`src/rtl/cla_pkg.sv`:
```
// Shared types and helpers for the sequential CLA adder/subtractor.
package cla_pkg;

    typedef enum logic [0:0] {
        IDLE = 1'b0,
        RUN  = 1'b1
    } cla_state_t;

    // Width of a counter that must hold values 0..n-1 (never narrower than 1 bit).
    function automatic int unsigned cnt_width(input int unsigned n);
        return (n <= 1) ? 1 : $clog2(n);
    endfunction

endpackage

```
`src/rtl/cla_block.sv`:
```
// BLOCK-bit combinational carry-lookahead slice built from generate/propagate terms.
module cla_block #(
    parameter int unsigned BLOCK = 4
) (
    input  logic [BLOCK-1:0] a_i,
    input  logic [BLOCK-1:0] b_i,
    input  logic             c_i,
    output logic [BLOCK-1:0] sum_o,
    output logic             cout_o,
    output logic             c_msb_o
);

    logic [BLOCK-1:0] g;
    logic [BLOCK-1:0] p;
    logic [BLOCK:0]   carry;
    logic             term;
    logic             c_acc;

    assign g = a_i & b_i;
    assign p = a_i ^ b_i;

    // Each carry is a flat sum of products of g/p terms and the slice carry-in.
    always_comb begin
        carry    = '0;
        term     = 1'b0;
        c_acc    = 1'b0;
        carry[0] = c_i;
        for (int i = 0; i < int'(BLOCK); i++) begin
            c_acc = 1'b0;
            for (int j = 0; j <= i; j++) begin
                term = g[j];
                for (int k = j + 1; k <= i; k++) begin
                    term = term & p[k];
                end
                c_acc = c_acc | term;
            end
            term = c_i;
            for (int k = 0; k <= i; k++) begin
                term = term & p[k];
            end
            carry[i+1] = c_acc | term;
        end
    end

    assign sum_o   = p ^ carry[BLOCK-1:0];
    assign cout_o  = carry[BLOCK];
    assign c_msb_o = carry[BLOCK-1];

endmodule

```
`src/rtl/cla_addsub_seq.sv`:
```
// Multi-cycle adder/subtractor: one BLOCK-bit CLA slice per clock, carry held between slices.
module cla_addsub_seq
    import cla_pkg::*;
#(
    parameter int unsigned WIDTH = 16,
    parameter int unsigned BLOCK = 4
) (
    input  logic             clk,
    input  logic             rst_n,
    input  logic             en,
    input  logic             sub,
    input  logic             c_in,
    input  logic [WIDTH-1:0] A,
    input  logic [WIDTH-1:0] B,
    output logic             busy,
    output logic             ready,
    output logic [WIDTH-1:0] Output,
    output logic             c_out,
    output logic             overflow,
    output logic             zero
);

    localparam int unsigned NSLICE = WIDTH / BLOCK;
    localparam int unsigned CW     = cnt_width(NSLICE);

    cla_state_t       state_q, state_d;
    logic [CW-1:0]    cnt_q, cnt_d;
    logic [WIDTH-1:0] a_q, a_d;
    logic [WIDTH-1:0] b_q, b_d;
    logic             carry_q, carry_d;
    logic [WIDTH-1:0] acc_q, acc_d;
    logic [WIDTH-1:0] out_q, out_d;
    logic             c_out_q, c_out_d;
    logic             ovf_q, ovf_d;
    logic             zero_q, zero_d;
    logic             busy_q, busy_d;
    logic             ready_q, ready_d;

    logic [BLOCK-1:0] slice_sum;
    logic             slice_cout;
    logic             slice_c_msb;
    logic [WIDTH-1:0] acc_shift;

    cla_block #(
        .BLOCK (BLOCK)
    ) u_cla_block (
        .a_i     (a_q[BLOCK-1:0]),
        .b_i     (b_q[BLOCK-1:0]),
        .c_i     (carry_q),
        .sum_o   (slice_sum),
        .cout_o  (slice_cout),
        .c_msb_o (slice_c_msb)
    );

    // New slice enters at the MSB end; after NSLICE shifts the register holds the full sum.
    assign acc_shift = WIDTH'({slice_sum, acc_q} >> BLOCK);

    // Next-state and output logic.
    always_comb begin
        state_d = state_q;
        cnt_d   = cnt_q;
        a_d     = a_q;
        b_d     = b_q;
        carry_d = carry_q;
        acc_d   = acc_q;
        out_d   = out_q;
        c_out_d = c_out_q;
        ovf_d   = ovf_q;
        zero_d  = zero_q;
        busy_d  = busy_q;
        ready_d = 1'b0;
        case (state_q)
            IDLE: begin
                if (en) begin
                    a_d     = A;
                    b_d     = sub ? ~B : B;
                    carry_d = sub ? 1'b1 : c_in;
                    cnt_d   = '0;
                    busy_d  = 1'b1;
                    state_d = RUN;
                end
            end
            RUN: begin
                a_d     = a_q >> BLOCK;
                b_d     = b_q >> BLOCK;
                carry_d = slice_cout;
                acc_d   = acc_shift;
                cnt_d   = cnt_q + CW'(1);
                if (cnt_q == CW'(NSLICE - 1)) begin
                    out_d   = acc_shift;
                    c_out_d = slice_cout;
                    ovf_d   = slice_c_msb ^ slice_cout;
                    zero_d  = (acc_shift == '0);
                    ready_d = 1'b1;
                    busy_d  = 1'b0;
                    cnt_d   = '0;
                    state_d = IDLE;
                end
            end
            default: begin
                state_d = IDLE;
                busy_d  = 1'b0;
            end
        endcase
    end

    // State, datapath and output registers.
    always_ff @(posedge clk or negedge rst_n) begin
        if (!rst_n) begin
            state_q <= IDLE;
            cnt_q   <= '0;
            a_q     <= '0;
            b_q     <= '0;
            carry_q <= 1'b0;
            acc_q   <= '0;
            out_q   <= '0;
            c_out_q <= 1'b0;
            ovf_q   <= 1'b0;
            zero_q  <= 1'b0;
            busy_q  <= 1'b0;
            ready_q <= 1'b0;
        end else begin
            state_q <= state_d;
            cnt_q   <= cnt_d;
            a_q     <= a_d;
            b_q     <= b_d;
            carry_q <= carry_d;
            acc_q   <= acc_d;
            out_q   <= out_d;
            c_out_q <= c_out_d;
            ovf_q   <= ovf_d;
            zero_q  <= zero_d;
            busy_q  <= busy_d;
            ready_q <= ready_d;
        end
    end

    assign busy     = busy_q;
    assign ready    = ready_q;
    assign Output   = out_q;
    assign c_out    = c_out_q;
    assign overflow = ovf_q;
    assign zero     = zero_q;

endmodule

```
`config.mk`:
```
export PLATFORM = sky130hd
export DESIGN_NAME = cla_addsub_seq
export DESIGN_NICKNAME = d
export VERILOG_FILES = /design/src/rtl/cla_pkg.sv /design/src/rtl/cla_block.sv /design/src/rtl/cla_addsub_seq.sv
export SDC_FILE = /design/constraint.sdc
export NUM_CORES = 1
export LEC_CHECK = 0
export BUFFER_PORTS_ARGS = -buffer_cell sky130_fd_sc_hd__buf_4
export CAP_MARGIN = 20
export CORE_UTILIZATION = 59
export CTS_CLUSTER_SIZE = 20
export DETAILED_ROUTE_END_ITERATION = 10
export HOLD_SLACK_MARGIN = 0.15
export PLACE_DENSITY = 0.91
export SYNTH_ARGS = -nofsm -noshare
export SYNTH_HDL_FRONTEND = slang
export SYNTH_HIERARCHICAL = 1
export SYNTH_SLANG_ARGS = --single-unit
export TNS_END_PERCENT = 5
```
`constraint.sdc`:
```
create_clock -name clk -period 4.8 [get_ports clk]
set_input_delay 0.72 -clock clk [delete_from_list [all_inputs] [get_ports clk]]
set_output_delay 0.72 -clock clk [all_outputs]
set_load 0.005 [all_outputs]
```
* Word level (Yosys, flattened, before mapping) *
Cells that the tools add are included.

operators by class
  $add $sub $neg = 1
  eq/ne operators = 3
  mux-type cells = 19
  bitwise operators = 26
  reduce and logical (&&, ||, !) cells = 3

operators with widths
  cell                   number
  $pmux W16 S2           2
  $mux W16               3
  $logic_not A16 Y1      1
  $not A16 Y16           1
  $and A1 B1 Y1          10
  $or A1 B1 Y1           10
  $mux W1                8
  $xor A4 B4 Y4          2
  $pmux W1 S2            3
  $and A4 B4 Y4          1
  $mux W2                2
  $pmux W2 S2            1
  $reduce_and A2 Y1      2
  $add A2 B1 Y2 const B  1
  $eq A2 B2 Y1 const B   1
  $ne A2 B1 Y1 const B   1
  $ne A2 B2 Y1 const B   1
  $not A1 Y1             1
  $xor A1 B1 Y1          1

word-level totals
  flip-flop bits (word level) = 73
  input bits = 37
  output and inout port bits = 21
  logic and storage cells = 64

* Depth between registers and ports, before layout *
Gate-level depths: netlist of the first run.

  word-level depth = 9
  gate-level depth with buffers = 8
  gate-level depth less buffers = 8

* Modules after synthesis *
The synthesis of the first run kept the hierarchy.

by module, submodules not included
  module          instances  cells each  area each (µm²)  sequential area each (µm²)
  cla_addsub_seq  1          244         3006.6           1726.7
  cla_block       1          19          177.7            0.0

* Worst setup path before layout of the first run *
OpenSTA, ideal clock, no wires.

  kind = register -> register
  from = register a_q[0]
  to = register zero_q (netlist: zero)
  library setup time = 83 ps
  arrival = 1632 ps
  required time = 4717 ps
  setup slack = 3086 ps
  stages on the path, launching flop included = 9
  buffers on the path = 0
  period minus slack after synthesis = 1714 ps
  cell sequence = dfrtp_1 > ha_1 > ha_1 > o211ai_2 > nand2_2 > xor2_2 > nor4_1 > nand4_1 > o21ai_0

on the way
  cells in the longest elaborated chain, start to end = 8
  elaborated cells between the ends (all ways) = 15
  classes of those cells = bitwise: 14; reduce/logical: 1

ends and longest elaborated chain
  what                         line                   text
  from (decl)                  cla_addsub_seq.sv:28   logic [WIDTH-1:0] a_q, a_d;
  from (signal assigned)       cla_addsub_seq.sv:112  a_q <= '0;
  from (signal assigned)       cla_addsub_seq.sv:125  a_q <= a_d;
  $and A4 B4 Y4                cla_block.sv:19        assign g = a_i & b_i;
  $and A1 B1 Y1 (2 in series)  cla_block.sv:33        term = term & p[k];
  $or A1 B1 Y1 (2 in series)   cla_block.sv:35        c_acc = c_acc | term;
  $or A1 B1 Y1 *               cla_block.sv:41        carry[i+1] = c_acc | term;
  via slice_c_msb              cla_addsub_seq.sv:41   logic slice_c_msb;
  $xor A4 B4 Y4 *              cla_block.sv:45        assign sum_o = p ^ carry[BLOCK-1:0];
  via slice_sum[3]             cla_addsub_seq.sv:39   logic [BLOCK-1:0] slice_sum;
  $logic_not A16 Y1 *          cla_addsub_seq.sv:93   zero_d = (acc_shift == '0);
  to (signal assigned)         cla_addsub_seq.sv:132  zero_q <= zero_d;
  to (decl)                    cla_addsub_seq.sv:35   logic zero_q, zero_d;

Mark *: on every way through the listed nets, which the timed path passes. The rest lies on a longest branch.
A chain may end at the register's enable or synchronous reset.

* Worst setup path after layout of the first run *
  from = register state_q
  to = register out_q[12] (netlist: Output[12])

on the way
  cells in the longest elaborated chain, start to end = 1

ends and longest elaborated chain
  what                         line                   text
  from (decl)                  cla_addsub_seq.sv:26   cla_state_t state_q, state_d;
  from (signal assigned)       cla_addsub_seq.sv:123  state_q <= state_d;
  $reduce_and A2 Y1 (no line)  --
  to (signal assigned)         cla_addsub_seq.sv:129  out_q <= out_d;
  to (decl)                    cla_addsub_seq.sv:32   logic [WIDTH-1:0] out_q, out_d;

No other way between the ends.

==> results of run 1 <==
[sequential cells by signal, indices dropped and copies added, names as in the netlist]
| signal | cells |
|---|---|
| acc_q | 12 |
| c_out | 1 |
| a_q | 16 |
| state_q | 1 |
| Output | 16 |
| zero | 1 |
| ready | 1 |
| overflow | 1 |
| busy | 1 |
| cnt_q | 2 |
| carry_q | 1 |
| b_q | 16 |
[synthesized netlist by cell type (3+ instances only)]
cell | count | share of area, %
nor4_1 | 4 | 0.79
nor2_1 | 12 | 1.4
a211oi_1 | 4 | 0.94
buf_2 | 9 | 1.4
mux2_2 | 29 | 10
o21ai_0 | 21 | 3.3
mux2i_1 | 29 | 9.1
o21ai_1 | 6 | 0.94
inv_1 | 6 | 0.71
nand2_1 | 28 | 3.3
xnor2_1 | 7 | 1.9
ha_1 | 6 | 2.4
buf_4 | 3 | 0.71
dfrtp_1 | 69 | 54
xor2_1 | 12 | 3.3
[power groups by stage]
stage	logic, mW	registers [mW]	clock network (mW)
2_1_floorplan	0.560	0.945	0
3_3_place_gp	0.692	1.03	0
3_5_place_dp	0.733	1.05	0
4_1_cts	0.740	1.04	0.477
5_1_grt	0.875	1.04	0.500
6_report	0.777	1.01	0.469
[worst reg2reg max path, stage by stage (launching register included)]
cell	delay [ps]
dfrtp_2	760
nand2_1	660
mux2_2	490
[routing by layer]
metal / up-vias / track usage [%] / wire, um
li1: 1006 / - / -
met1: 985 / 30.1 / 2540
met2: 57 / 35.8 / 2780
met3: 10 / 5.56 / 234
met4: 0 / 11.9 / 87
met5: - / 0 / 0
[layout make-up]
class	count	area, um^2
inverter	6	22.5
tap	70	87.6
clock inverter	7	75.1
clock buffer	9	124
fill	380	1340
sequential	69	1730
multi-input combinational	171	1320
timing repair buffer	58	448
[metrics by stage]
step | util (%) | instances | instance area [um^2] | hold WS [ps]
2_1_floorplan | - | 263 | 3180 | 424
3_3_place_gp | 69.7 | 373 | 3580 | 463
3_5_place_dp | 69.7 | 373 | 3580 | 469
4_1_cts | 73.6 | 389 | 3780 | 490
5_1_grt | 74.0 | 390 | 3800 | 508
6_report | 74.0 | 390 | 3800 | 477
[cell families (layout without fill, tap and decap cells)]
family          after synthesis  in the layout
simple gates                 48             48
compound gates               38             38
flops                        69             69
buf+inv                      23             80
mux                          58             58
xor+xnor                     20             20
fa+ha+maj                     7              7
[how the worst max path moves through the flow]
stage / start / to / slack (ps) / depth (start not counted)
after detailed placement: state_q / Output[11] / 2180 / 2
after global placement: state_q / Output[15] / 2260 / 2
after global routing: state_q / c_out / 2640 / 2
after CTS: state_q / c_out / 2140 / 2
after floorplan: a_q[0] / zero / 3090 / 8
final: state_q / Output[12] / 2780 / 2
==> impl_metrics.json, run 1 <==
{
  "outcome": "finished, final reports clean",
  "clock-sinks": 69,
  "fp.dieArea_mm2": 0.00569,
  "start_kind": "flop",
  "worstPathRequired_ps": 5030,
  "antenna-diode-count": 0,
  "antenna_found_initial": 0,
  "cp.buffers_inverters": 0,
  "nets": 359,
  "syn_inst": 263,
  "rsz0062_at_grt": "no",
  "drt_iter0_drc": 152,
  "htreeDepth": 3,
  "rows": 26,
  "vias": 2058,
  "core_area_mm2": 0.00514,
  "drc": 0,
  "via_per_inst": 5.28,
  "ff2ff_setup_slack_ps": 2780,
  "synth_xor_area_share_pct": 5.74,
  "leakage_nw": 1.87,
  "peakVddDrop_mv": 0.284,
  "slew_viol_final": 0,
  "max-slew-margin-rel_pct": 43.1,
  "slowest_stage": "dfrtp_2",
  "period_needed_ps": 2020,
  "finalPower_mw": 2.25,
  "synth_compound_area_share_pct": 6.99,
  "setup_ws_ps": 2780,
  "cts-root-buf": "clkbuf_8",
  "grt_max_degree": 76,
  "grt.overflow.total": 0,
  "fin_worst_skew_ps": 6.17,
  "p_clk_share_pct": 20.8,
  "syn-cell-area_mm2": 0.00318,
  "synth_top_family_by_area": "multiplexers",
  "finalHoldViolCount": 0,
  "maxCapViolations": 0,
  "wl_um": 5640,
  "ff2ff_path_depth": 2,
  "mostFrequentLayoutCell": "dfrtp_1",
  "power.density_mw_per_mm2": 593,
  "portBuffers": 57,
  "pwr-share-seq_pct": 44.7,
  "start_util_pct": 62.0,
  "rr_endpoint": "Output[12]",
  "max_freq_ghz": 0.495,
  "cts_resized": 0,
  "syn_nets": 307,
  "preCtsSetupSlack_ps": 2180,
  "crit_path_max_fanout": 34,
  "dr.pass1.iters": 4,
  "max_stage_delay_ps": 760,
  "worstHoldPathType": "in2async",
  "ys_ff_latch": 69,
  "ys_warn_count": 6,
  "synthAdderAreaFrac_pct": 2.99,
  "die_h_um": 75.5,
  "fp.dieW_um": 75.5,
  "critPathArrivalTime_ps": 2250,
  "synth_seq_area_share_pct": 54.2,
  "dp_hpwl_um": 3720,
  "p_sw_uw": 762,
  "cts.clk_slew.worst_paths_ps": 80,
  "syn_area_per_cell_um2": 12.1,
  "clk_path_buf_depth": 2,
  "tightest_slew_ps": 854,
  "setup_viol_count_final": 0,
  "wire_per_inst_um": 14.5,
  "end_kind": "flop",
  "grt_util_all_layers_pct": 23.0,
  "place.gp.congestion": 0.764,
  "fin_setup_tns_ps": 0,
  "critPathKind": "reg2reg",
  "numCtsBuffers": 9,
  "critPathTopFamily": "flip-flops",
  "r2r_start": "state_q",
  "yosys-mux-area-fraction_pct": 19.4,
  "mostFrequentLayoutCells": "dfrtp_1 (68), buf_4 (57), mux2_2 (29), mux2i_1 (29), nand2_1 (28)",
  "post-route-period-util_pct": 42.1,
  "p_int_mw": 1.49,
  "synthSimpleGateAreaFrac_pct": 6.29,
  "cts_tree": "built",
  "synth-edff-count": 0,
  "crit_chain": "nand2_1, mux2_2",
  "synthArstFlopShare_pct": 100,
  "yosysUniqueCellTypes": 29,
  "grt_pass1_wl_um": 9500,
  "cts_setup_buffers": 0,
  "drive_gt1_share_pct": 33.8,
  "synthToLayoutAreaGrowth_pct": 19.4,
  "insertion_delay_ps": 340,
  "synth_ff_type": "dfrtp_1",
  "ios": 58,
  "grt_pass1_vias": 2055,
  "power_switching_share_pct": 33.8,
  "ant_nets": 0,
  "combPwrFrac_pct": 34.5,
  "cts_hold_buffers": 0
}
(Power assumes the default switching activity.)
==> inputs of run 2 (changes only) <==
- CORE_UTILIZATION: 59 -> 55
- PLACE_DENSITY: 0.91 -> 0.86
- clock period: 4.8 -> 2 ns (I/O delays scaled with it)
==> run 2 against run 1 <==
Critical path depth increased by 6. Register-to-register slack worse by 2700 ps. Clock power rose by 120%. Global-route usage shrank 1.8 points. Critical path type unchanged.
==> impl_metrics.json, run 2 (synthesized netlist as in run 1, its figures left out) <==
{
  "vias": 2063,
  "cts.clk_slew.worst_paths_ps": 70,
  "worstPathRequired_ps": 2260,
  "critPathKind": "reg2reg",
  "critPathArrivalTime_ps": 2200,
  "clk_path_buf_depth": 2,
  "fin_util_pct": 69.5,
  "via_per_inst": 5.21,
  "tightest_slew_ps": 585,
  "htreeDepth": 3,
  "cts-root-buf": "clkbuf_8",
  "fill_cells": 428,
  "max_stage_delay_ps": 400,
  "max-slew-margin-rel_pct": 61.0,
  "drc": 0,
  "wire_per_inst_um": 14.7,
  "synthToLayoutAreaGrowth_pct": 21.0,
  "grt_pass1_wl_um": 9670,
  "dp_hpwl_um": 3970,
  "r2r_start": "a_q[0]",
  "numCtsBuffers": 9,
  "leakage_nw": 1.89,
  "period_needed_ps": 1940,
  "drive_gt1_share_pct": 34.9,
  "antenna_found_initial": 0,
  "slew_viol_final": 0,
  "wl_um": 5810,
  "start_kind": "flop",
  "worstHoldPathType": "in2reg",
  "fin_worst_skew_ps": 11.1,
  "dr.pass1.iters": 4,
  "setup_viol_count_final": 0,
  "place.gp.congestion": 0.727,
  "finalHoldViolCount": 0,
  "die_h_um": 78.1,
  "start_util_pct": 57.5,
  "grt_max_degree": 75,
  "crit_end": "zero",
  "ios": 58,
  "cp.buffers_inverters": 0,
  "max_freq_ghz": 0.516,
  "fp.dieArea_mm2": 0.00610,
  "maxCapViolations": 0,
  "grt_pass1_vias": 2035,
  "antenna-diode-count": 0,
  "drt_iter0_drc": 51,
  "outcome": "finished, final reports clean",
  "cts_tree": "built",
  "crit_chain": "ha_1, ha_2, o21a_1, nor2_1, xnor2_1, nor4_1, nand4_1, o21ai_1",
  "core_area_mm2": 0.00554,
  "grt_util_all_layers_pct": 21.1,
  "grt.overflow.total": 0,
  "power.density_mw_per_mm2": 1400,
  "ff2ff_path_depth": 8,
  "ant_nets": 0,
  "end_kind": "flop",
  "ff2ff_setup_slack_ps": 60,
  "finalPower_mw": 5.39,
  "crit_path_max_fanout": 3,
  "worstSetupStartpoint": "a_q[0]",
  "peakVddDrop_mv": 0.691,
  "fp.dieW_um": 78.1,
  "fin_setup_tns_ps": 0,
  "mostFrequentLayoutCell": "dfrtp_1",
  "insertion_delay_ps": 330,
  "nets": 364,
  "portBuffers": 57,
  "rows": 27,
  "rr_endpoint": "zero",
  "slowest_stage": "dfrtp_1",
  "rsz0062_at_grt": "yes",
  "post-route-period-util_pct": 97.0,
  "clock-sinks": 69,
  "critPathTopFamily": "simple AND/OR/NAND/NOR gates",
  "mostFrequentLayoutCells": "dfrtp_1 (68), buf_4 (60), mux2_2 (29), mux2i_1 (29), nand2_1 (28)",
  "worstSetupPathDepth": 8
}
run 2: layout make-up:
type	instances	area (um^2)	area share (%)
Sequential cell	69	1730	44.9
Multi-Input combinational cell	171	1330	34.4
Timing Repair Buffer	63	500	13.0
Clock buffer	12	165	4.29
Tap cell	72	90.1	2.34
Inverter	6	22.5	0.585
Clock inverter	3	20.0	0.520
run 2: what timing repair did:
action | CTS | global route
hold endpoints to repair | 38 | 0
hold buffers | 1 | 0
setup buffers | 0 | 2
resized for setup | 0 | 3
endpoints found under the setup margin | 0 | 1
run 2: how the worst min path moves through the flow:
stage	from	to	cells past startpoint
2_1_floorplan	rst_n	Output[0]	0
3_3_place_gp	rst_n	Output[12]	1
3_5_place_dp	rst_n	Output[10]	1
4_1_cts	A[15]	a_q[15]	3
5_1_grt	A[15]	a_q[15]	3
6_report	A[15]	a_q[15]	3
run 2: power by group:
part / internal, mW / switching (mW)
clock: 0.542 / 0.484
sequential: 1.97 / 0.378
combinational: 1.10 / 0.920
run 2: per-stage QoR:
stage,hold WS [ps],instance area (um^2),instances,worst slack [ps]
6_report,208,3850,396,60.6
5_1_grt,201,3850,396,-129
4_1_cts,196,3830,394,86.3
3_5_place_dp,300,3630,378,105
3_3_place_gp,302,3630,378,220
2_1_floorplan,4.41,3180,263,286
run 2: metal layers:
layer / up-vias / global-route usage (%) / share of wire, % / wire [um]
met3: 11 / 3.84 / 3.7 / 215
met1: 979 / 26.9 / 44 / 2570
met5: - / 0 / 0 / 0
met2: 54 / 34.4 / 50 / 2920
li1: 1019 / - / - / -
met4: 0 / 11.5 / 1.8 / 105
run 2: worst register-to-register path: cells and delay by family, from the launching register on:
kind,cells,cell delay [ps]
DFF,1,400
and+or+nand+nor,3,510
adders and majority gates,2,500
AOI/OAI and AO/OA,2,340
xor gates and xnor gates,1,120
==> inputs of run 3 (changes only) <==
- CORE_ASPECT_RATIO: not set -> 0.75
==> run 3 against run 2 <==
Power is 8.3% higher. Global-route usage is 0.076 points higher. Sequential share of layout area is 0.80 points lower. Die area hardly changed. Final cell count is 0.76% higher. Via count is 1.7% higher. Clock power is 46% higher. Core utilization is 2.2 points higher.
==> impl_metrics.json, run 3 (synthesized netlist as in run 1, its figures left out) <==
{
  "hold_ws_ps": 209,
  "max-slew-margin-rel_pct": 47.5,
  "peakVddDrop_mv": 0.930,
  "slew_viol_final": 0,
  "die_h_um": 67.9,
  "cts-root-buf": "clkbuf_8",
  "htreeDepth": 3,
  "worstPathRequired_ps": 2280,
  "end_kind": "flop",
  "grt_pass1_wl_um": 9780,
  "start_kind": "flop",
  "start_util_pct": 58.2,
  "fp.dieW_um": 89.9,
  "grt_pass1_vias": 2035,
  "post-route-period-util_pct": 92.3,
  "critPathTopFamily": "adder cells",
  "insertion_delay_ps": 350,
  "cts_tree": "built",
  "grt.overflow.total": 0,
  "max_stage_delay_ps": 400,
  "grt_util_all_layers_pct": 21.2,
  "numCtsBuffers": 9,
  "finalHoldViolCount": 0,
  "core_area_mm2": 0.00547,
  "fill_cells": 391,
  "outcome": "finished, final reports clean",
  "fin_setup_tns_ps": 0,
  "dp_hpwl_um": 3890,
  "tightest_slew_ps": 787,
  "critPathKind": "reg2reg",
  "drc": 0,
  "antenna_found_initial": 0,
  "cp.buffers_inverters": 0,
  "critPathArrivalTime_ps": 2130,
  "place.gp.congestion": 0.723,
  "crit_chain": "ha_1, ha_2, o211ai_2, nand2_2, xor2_2, nor4_2, nand4_1, o21ai_1",
  "clock-sinks": 69,
  "antenna-diode-count": 0,
  "setup_viol_count_final": 0,
  "ant_nets": 0,
  "drt_iter0_drc": 150,
  "maxCapViolations": 0,
  "portBuffers": 57,
  "wl_um": 6060,
  "fp.dieArea_mm2": 0.00610,
  "worstHoldPathType": "in2reg",
  "drive_gt1_share_pct": 34.9,
  "cts_setup_buffers": 0,
  "nets": 363,
  "synthToLayoutAreaGrowth_pct": 23.2,
  "regArea_mm2": 0.00173,
  "grt_max_degree": 75,
  "rsz0062_at_grt": "no",
  "max_freq_ghz": 0.542,
  "period_needed_ps": 1850,
  "mostFrequentLayoutCell": "dfrtp_1",
  "clk_path_buf_depth": 2,
  "rows": 23,
  "ios": 58,
  "power.density_mw_per_mm2": 1490,
  "fin_worst_skew_ps": 13.4,
  "leakage_nw": 1.93,
  "dr.pass1.iters": 4,
  "multiInputGateArea_mm2": 0.00133,
  "cts.clk_slew.worst_paths_ps": 80,
  "crit_path_max_fanout": 3,
  "slowest_stage": "dfrtp_1",
  "via_per_inst": 5.26,
  "mostFrequentLayoutCells": "dfrtp_1 (68), buf_4 (60), mux2_2 (29), mux2i_1 (29), nand2_1 (28)",
  "vias": 2098,
  "wire_per_inst_um": 15.2
}
[run 3: worst paths after layout]
path                       cells past startpoint        to  slack, ps     from
max                                            8      zero        150   a_q[0]
min                                            3   a_q[14]        210    A[14]
max reg2reg                                    8      zero        150   a_q[0]
min reg2reg                                    2    a_q[8]        490  a_q[12]
max in group asynchronous                      3  acc_q[6]        850    rst_n
min in group asynchronous                      2    b_q[1]        570    rst_n
[run 3: stage by stage]
step           util [%]  instance area, um^2  total power, mW  cells  setup slack [ps]
6_report           71.7                 3920             5.84    399               154
5_1_grt            71.7                 3920             6.20    399              6.75
4_1_cts            71.6                 3910             5.85    399              53.5
3_5_place_dp       66.4                 3630             4.31    382              37.2
3_3_place_gp       66.4                 3630             4.20    382               209
2_1_floorplan         -                 3180             3.61    263               286
[run 3: area by class of cell]
type / instances / area share, %
repair buffers: 62 / 12.2
clock buffers: 10 / 3.51
inverters: 6 / 0.574
flip-flops and latches: 69 / 44.1
clock inverters: 6 / 3.41
multi-input cells: 171 / 33.8
well taps: 75 / 2.39
[run 3: per-layer routing]
metal  wire, um  track usage [%]
met5          0                0
met3        284             7.78
met2       2890             32.4
met4         78             8.47
met1       2800             28.0
[run 3: power by group]
group | internal, mW | switching (mW)
clock network | 0.988 | 0.516
logic | 1.06 | 0.926
registers | 1.97 | 0.387
[run 3: what timing repair did]
item,in CTS,in global routing
endpoints found under the setup margin,0,1
resized for setup,0,3
endpoints found under the hold margin,61,0
hold buffers,1,0
[run 3: worst register-to-register path, cell delays in order, from the launching register on]
cell and delay [ps]:
dfrtp_1 400, ha_1 300, ha_2 190, o211ai_2 160, nand2_2 120, xor2_2 190
nor4_2 180, nand4_1 120, o21ai_1 120
